`src/rtl/ped_xing_pkg.sv`:
```
// ============================================================================
// Module : ped_xing_pkg
// Brief  : Shared types and sizing helper for the pedestrian crossing block.
// Rev    : 1.0  initial release
// ============================================================================
`default_nettype none

package ped_xing_pkg;

  typedef enum logic [1:0] {
    RED    = 2'd0,
    GREEN  = 2'd1,
    YELLOW = 2'd2
  } sig_e;

  typedef enum logic [2:0] {
    IDLE    = 3'd0,
    REQUEST = 3'd1,
    WALK    = 3'd2,
    CLEAR   = 3'd3,
    LOCKOUT = 3'd4
  } ped_state_e;

  // Width of a down-timer that must hold (max of the three durations) - 1.
  function automatic int TIMER_W(input int a, input int b, input int c);
    int m;
    m = a;
    if (b > m) m = b;
    if (c > m) m = c;
    return (m < 3) ? 1 : $clog2(m);
  endfunction

endpackage

`default_nettype wire

```
`src/rtl/pedestrian_crossing_ctrl_button_debouncer.sv`:
```
// ============================================================================
// Module : button_debouncer
// Brief  : 2-FF synchroniser, stability-count debouncer, rising-edge pulse.
// Rev    : 1.0  initial release
// ============================================================================
`default_nettype none

module button_debouncer #(
  parameter int DEBOUNCE_CYCLES = 4
) (
  input  logic clk,
  input  logic rst_i,
  input  logic button_i,
  output logic press_o
);

  localparam int CNT_W = (DEBOUNCE_CYCLES < 3) ? 1 : $clog2(DEBOUNCE_CYCLES);
  localparam logic [CNT_W-1:0] CNT_MAX = CNT_W'(DEBOUNCE_CYCLES - 1);

  logic             sync1_q, sync2_q;
  logic             level_q, level_d;
  logic             press_q, press_d;
  logic [CNT_W-1:0] cnt_q, cnt_d;

  // The level flips on the DEBOUNCE_CYCLES-th consecutive differing sample.
  always_comb begin
    level_d = level_q;
    cnt_d   = '0;
    if (sync2_q != level_q) begin
      if (cnt_q == CNT_MAX) begin
        level_d = sync2_q;
      end else begin
        cnt_d = cnt_q + 1'b1;
      end
    end
    press_d = level_d & ~level_q;
  end

  always_ff @(posedge clk) begin
    if (rst_i) begin
      sync1_q <= 1'b0;
      sync2_q <= 1'b0;
      level_q <= 1'b0;
      cnt_q   <= '0;
      press_q <= 1'b0;
    end else begin
      sync1_q <= button_i;
      sync2_q <= sync1_q;
      level_q <= level_d;
      cnt_q   <= cnt_d;
      press_q <= press_d;
    end
  end

  assign press_o = press_q;

endmodule

`default_nettype wire

```
`src/rtl/pedestrian_crossing_ctrl.sv`:
```
// ============================================================================
// Module : pedestrian_crossing_ctrl
// Brief  : Walk-request FSM with lamps and countdown; PED_AUDIO_EN adds audio_o.
// Rev    : 1.0  initial release
// ============================================================================
`default_nettype none

module pedestrian_crossing_ctrl
  import ped_xing_pkg::*;
#(
  parameter int DEBOUNCE_CYCLES = 4,
  parameter int WALK_CYCLES     = 8,
  parameter int CLEAR_CYCLES    = 3,
  parameter int LOCKOUT_CYCLES  = 16,
  parameter int FLASH_DIV       = 2
) (
  input  logic       clk,
  input  logic       rst_i,
  input  logic       button_i,
  input  logic [1:0] signal_i,
  output logic       walk_o,
  output logic       walk_lamp_o,
  output logic       dont_walk_lamp_o,
  output logic       wait_lamp_o,
  output logic [7:0] countdown_o
`ifdef PED_AUDIO_EN
  ,
  output logic       audio_o
`endif
);

  localparam int TW = TIMER_W(WALK_CYCLES, CLEAR_CYCLES, LOCKOUT_CYCLES);
  localparam logic [TW-1:0] WALK_LOAD    = TW'(WALK_CYCLES - 1);
  localparam logic [TW-1:0] CLEAR_LOAD   = TW'(CLEAR_CYCLES - 1);
  localparam logic [TW-1:0] LOCKOUT_LOAD = TW'(LOCKOUT_CYCLES - 1);
  localparam int FW = (FLASH_DIV < 3) ? 1 : $clog2(FLASH_DIV);
  localparam logic [FW-1:0] FLASH_MAX = FW'(FLASH_DIV - 1);

  logic press;

  button_debouncer #(
    .DEBOUNCE_CYCLES(DEBOUNCE_CYCLES)
  ) u_debouncer (
    .clk     (clk),
    .rst_i   (rst_i),
    .button_i(button_i),
    .press_o (press)
  );

  ped_state_e    state_q, state_d;
  logic [TW-1:0] timer_q, timer_d;
  logic          pending_q, pending_d;
  logic [FW-1:0] flash_cnt_q, flash_cnt_d;
  logic          flash_on_q, flash_on_d;
  logic          walk_q, walk_d;
  logic          walk_lamp_q, walk_lamp_d;
  logic          dont_walk_q, dont_walk_d;
  logic          wait_q, wait_d;
  logic [7:0]    countdown_q, countdown_d;
  logic [31:0]   cd_wide;
  logic          is_red;

  assign is_red = (signal_i == RED);

  always_comb begin
    state_d   = state_q;
    timer_d   = timer_q;
    pending_d = pending_q;
    case (state_q)
      IDLE: begin
        if (press) state_d = REQUEST;
      end
      REQUEST: begin
        if (is_red) begin
          state_d = WALK;
          timer_d = WALK_LOAD;
        end
      end
      WALK: begin
        if (press) pending_d = 1'b1;
        if (!is_red || timer_q == '0) begin
          state_d = CLEAR;
          timer_d = CLEAR_LOAD;
        end else begin
          timer_d = timer_q - 1'b1;
        end
      end
      CLEAR: begin
        if (press) pending_d = 1'b1;
        if (timer_q == '0) begin
          state_d = LOCKOUT;
          timer_d = LOCKOUT_LOAD;
        end else begin
          timer_d = timer_q - 1'b1;
        end
      end
      LOCKOUT: begin
        if (press) pending_d = 1'b1;
        if (timer_q == '0) begin
          // A press landing on the expiry cycle still counts as a request.
          state_d = (pending_q || press) ? REQUEST : IDLE;
        end else begin
          timer_d = timer_q - 1'b1;
        end
      end
      default: begin
        state_d = IDLE;
        timer_d = '0;
      end
    endcase
    if (state_d == REQUEST) pending_d = 1'b0;

    flash_cnt_d = '0;
    flash_on_d  = 1'b1;
    if (state_d == CLEAR && state_q == CLEAR) begin
      if (flash_cnt_q == FLASH_MAX) begin
        flash_on_d = ~flash_on_q;
      end else begin
        flash_cnt_d = flash_cnt_q + 1'b1;
        flash_on_d  = flash_on_q;
      end
    end

    walk_d      = (state_d == REQUEST) || (state_d == WALK);
    walk_lamp_d = (state_d == WALK);
    wait_d      = pending_d || (state_d == REQUEST);
    if (state_d == WALK) begin
      dont_walk_d = 1'b0;
    end else if (state_d == CLEAR) begin
      dont_walk_d = flash_on_d;
    end else begin
      dont_walk_d = 1'b1;
    end

    if (state_d == WALK) begin
      cd_wide = 32'(timer_d) + 32'(CLEAR_CYCLES);
    end else if (state_d == CLEAR) begin
      cd_wide = 32'(timer_d) + 32'd1;
    end else begin
      cd_wide = 32'd0;
    end
    countdown_d = (cd_wide > 32'd255) ? 8'hFF : cd_wide[7:0];
  end

  always_ff @(posedge clk) begin
    if (rst_i) begin
      state_q     <= IDLE;
      timer_q     <= '0;
      pending_q   <= 1'b0;
      flash_cnt_q <= '0;
      flash_on_q  <= 1'b1;
      walk_q      <= 1'b0;
      walk_lamp_q <= 1'b0;
      dont_walk_q <= 1'b1;
      wait_q      <= 1'b0;
      countdown_q <= 8'd0;
    end else begin
      state_q     <= state_d;
      timer_q     <= timer_d;
      pending_q   <= pending_d;
      flash_cnt_q <= flash_cnt_d;
      flash_on_q  <= flash_on_d;
      walk_q      <= walk_d;
      walk_lamp_q <= walk_lamp_d;
      dont_walk_q <= dont_walk_d;
      wait_q      <= wait_d;
      countdown_q <= countdown_d;
    end
  end

  assign walk_o           = walk_q;
  assign walk_lamp_o      = walk_lamp_q;
  assign dont_walk_lamp_o = dont_walk_q;
  assign wait_lamp_o      = wait_q;
  assign countdown_o      = countdown_q;

`ifdef PED_AUDIO_EN
  logic       audio_q, audio_d;
  logic [1:0] audio_cnt_q, audio_cnt_d;

  always_comb begin
    audio_d     = 1'b0;
    audio_cnt_d = 2'd0;
    if (state_d == WALK) begin
      audio_d = ~audio_q;
    end else if (state_d == CLEAR) begin
      audio_cnt_d = audio_cnt_q + 2'd1;
      audio_d     = (audio_cnt_q == 2'd3) ? ~audio_q : audio_q;
    end
  end

  always_ff @(posedge clk) begin
    if (rst_i) begin
      audio_q     <= 1'b0;
      audio_cnt_q <= 2'd0;
    end else begin
      audio_q     <= audio_d;
      audio_cnt_q <= audio_cnt_d;
    end
  end

  assign audio_o = audio_q;
`endif

endmodule

`default_nettype wire

```
`config.mk`:
```
export PLATFORM = sky130hd
export DESIGN_NAME = pedestrian_crossing_ctrl
export DESIGN_NICKNAME = d
export VERILOG_FILES = /design/src/rtl/ped_xing_pkg.sv /design/src/rtl/pedestrian_crossing_ctrl_button_debouncer.sv /design/src/rtl/pedestrian_crossing_ctrl.sv
export SDC_FILE = /design/constraint.sdc
export NUM_CORES = 1
export LEC_CHECK = 0
export ABC_CLOCK_PERIOD_IN_PS = 4700
export BUFFER_PORTS_ARGS = -buffer_cell sky130_fd_sc_hd__buf_2
export CAP_MARGIN = 20
export CORE_UTILIZATION = 60
export DETAILED_ROUTE_END_ITERATION = 8
export HOLD_SLACK_MARGIN = 0.06
export PLACE_DENSITY = 0.83
export SLEW_MARGIN = 20
export SYNTH_ARGS = -nofsm -noshare
export SYNTH_HDL_FRONTEND = slang
export SYNTH_SLANG_ARGS = --single-unit
```
`constraint.sdc`:
```
create_clock -name clk -period 4.7 [get_ports clk]
set_input_delay 0.47 -clock clk [delete_from_list [all_inputs] [get_ports clk]]
set_output_delay 0.47 -clock clk [all_outputs]
set_load 0.1 [all_outputs]
```
==> flow_summary.ini <==
[logic_synthesis]
ys_ff_latch = 25
syn-cell-area_sq_um = 1384
synthCells = 149
synth_top_area_share = 0.3617
synthArstFlopShare = 0
synth_cell_types = 46
synth.area.top_cells = dfxtp_1, nor2_1, ha_1
ys.flop_type = dfxtp_1
syn_area_per_cell_sq_um = 9.287
synth_edf_count = 0
yosysWarnings = 0
synth_top_area_cell = dfxtp_1
ys_seq_area_frac = 0.3617

[final_layout]
diodes = 0
fillers = 190
mostFrequentLayoutCells = dfxtp_1, nor2_1, buf_2
syn_to_final_growth_pct = 4.340
seqCellArea_sq_um = 500.5
multiInputGateArea_sq_um = 782.0
layout-drive-gt1-share = 0.2025
fin_nets = 169
final_common_cell = dfxtp_1

[critical_path]
cp_slowest_cell = dfxtp_1
start_kind = flop
path_class = reg -> reg
max_stage_delay_ns = 0.40
crit_buf_inv = 3
arrival_ns = 2.92
worst_ep_required_time_ns = 4.92
end_kind = flop
worstPathCellList = inv_1, ha_1, nor3b_4, inv_2, ha_1, a221oi_4, inv_1, ha_1, xnor2_1, a2bb2oi_1, nor2_1
cp_max_fo = 7
crit_family = adder cells
crit_path_frequent_cell = ha_1

[pwr]
power_density_nw_per_um2 = 268.7
p_leak_uw = 0.0005862
total_power_uw = 387.9
vdd_drop_max_v = 0.0002640

[min_path]
hold_path_class = in -> reg

[floorplan]
initial_utilization = 0.6316
die_h_microns = 50.03
num_rows = 17
die_x_microns = 50.03
die_area_sq_um = 2503
io_pins = 17
core_region_area_sq_um = 2191

[sta]
tightest_slew_ns = 0.5550
whs_ns = 0.3462
tns_ns = 0
period_share = 0.5724
rsz0062_at_grt = no
skew_ns = 0.004081
fmax_mhz = 371.7
slew_violations = 0
setup_slack_ns = 2.010
hold_viol = 0
setup_viol = 0
slew_headroom = 0.6295
period_needed_ns = 2.690

[placed_design]
portBuffers = 13
hpwl_microns = 1829
dp_slack_ns = 2.074
globalplace.congestion = 0.9649

[clock_tree]
ctsHoldBuffers = 0
post_cts_resize_count = 0
cts_htree_levels = 1
clockBufferDepth = 2
cts_tree = built
cts.reportedPaths.clkPinSlew_ns = 0.14
root_buffer = clkbuf_4
clk_latency_ns = 0.32
cts_setup_buffers = 0
cts.sinks = 25
cts_buffers = 3

[grt]
grt.overflow.total = 0
grt_usage = 0.2212
grt_max_degree = 20
grt_pass1_wl_microns = 4215
grt_pass1_vias = 1012
antenna_found_initial = 0

[route]
vias_per_cell = 5.726
avgRoutedWirePerCell_microns = 13.44
first_iter_violations = 45
totalWireLength_microns = 2500
firstDrtPassIters = 4
drcViolationCount = 0
via_count = 1065
final_antenna_net_count = 0

[status]
status = completed

[flow_run]
max_cap_violations = 0
==> final timing paths <==
kind	startpoint	end	slack [ns]	cells past startpoint
min	button_i	u_debouncer.sync1_q	0.35	2
max reg2reg	timer_q[0]	countdown_o[2]	2.01	11
min reg2reg	u_debouncer.cnt_q[0]	u_debouncer.cnt_q[0]	0.43	1
max	timer_q[0]	countdown_o[2]	2.01	11
==> power by group <==
| group | internal, uW | switching, uW |
|---|---|---|
| Sequential | 215 | 1.89 |
| Combinational | 26.7 | 43.6 |
| Clock | 34.7 | 66.5 |
| Total | 276 | 112 |
==> Yosys cell counts (3+ instances only) <==
cell	count
nor2_1	18
nor2b_1	6
xnor2_1	5
buf_6	3
nand2b_1	3
nand2_1	6
o21ai_0	4
nor3_1	4
a21oi_1	8
inv_1	7
ha_1	5
dfxtp_1	25
buf_4	5
nand3b_1	3
nor3b_4	3
==> final cells by class <==
type                       instances  share of cell area
multi-input combinational        108              0.5416
clock inverter                     1            0.006066
inverter                           8             0.02080
sequential                        25              0.3466
clock buffer                       3             0.01560
tap                               28             0.02426
timing repair buffer              13             0.04506
==> registers in the layout, summed over array words and instances, names as in the netlist <==
register             count
countdown_o              5
timer_q                  4
state_q                  3
u_debouncer.cnt_q        2
dont_walk_lamp_o         1
flash_cnt_q              1
flash_on_q               1
pending_q                1
u_debouncer.level_q      1
u_debouncer.press_o      1
u_debouncer.sync1_q      1
u_debouncer.sync2_q      1
wait_lamp_o              1
walk_lamp_o              1
walk_o                   1
==> per-stage QoR <==
stage | cells | utilization | cell area [sq um]
after detailed placement | 182 | 0.6448 | 1413
after floorplan | 151 | - | 1391
after global routing | 186 | 0.6591 | 1444
after CTS | 186 | 0.6591 | 1444
after global placement | 182 | 0.6448 | 1413
final | 186 | 0.6591 | 1444
==> kinds of logic (layout without fill, tap and decap cells) <==
family                   after synthesis  after routing  synth area share
AO/OA/AOI/OAI                         35             35            0.2089
multiplexers                           2              2           0.01447
adder cells (fa/ha/maj)                5              5           0.04521
buffers and inverters                 18             25           0.07867
AND/OR/NAND/NOR                       57             57            0.2505
flip-flops                            25             25            0.3617
XOR/XNOR                               6              6           0.03797
other                                  1              3          0.002710
==> routing by layer <==
metal  track usage  part of all wire  vias to the layer above
li1              -                 -                      531
met1        0.2628              0.43                      485
met2        0.3667              0.49                       47
met3       0.05864             0.079                        2
met4        0.1000            0.0068                        0
met5             0                 0                        -
(Power assumes the default switching activity.)
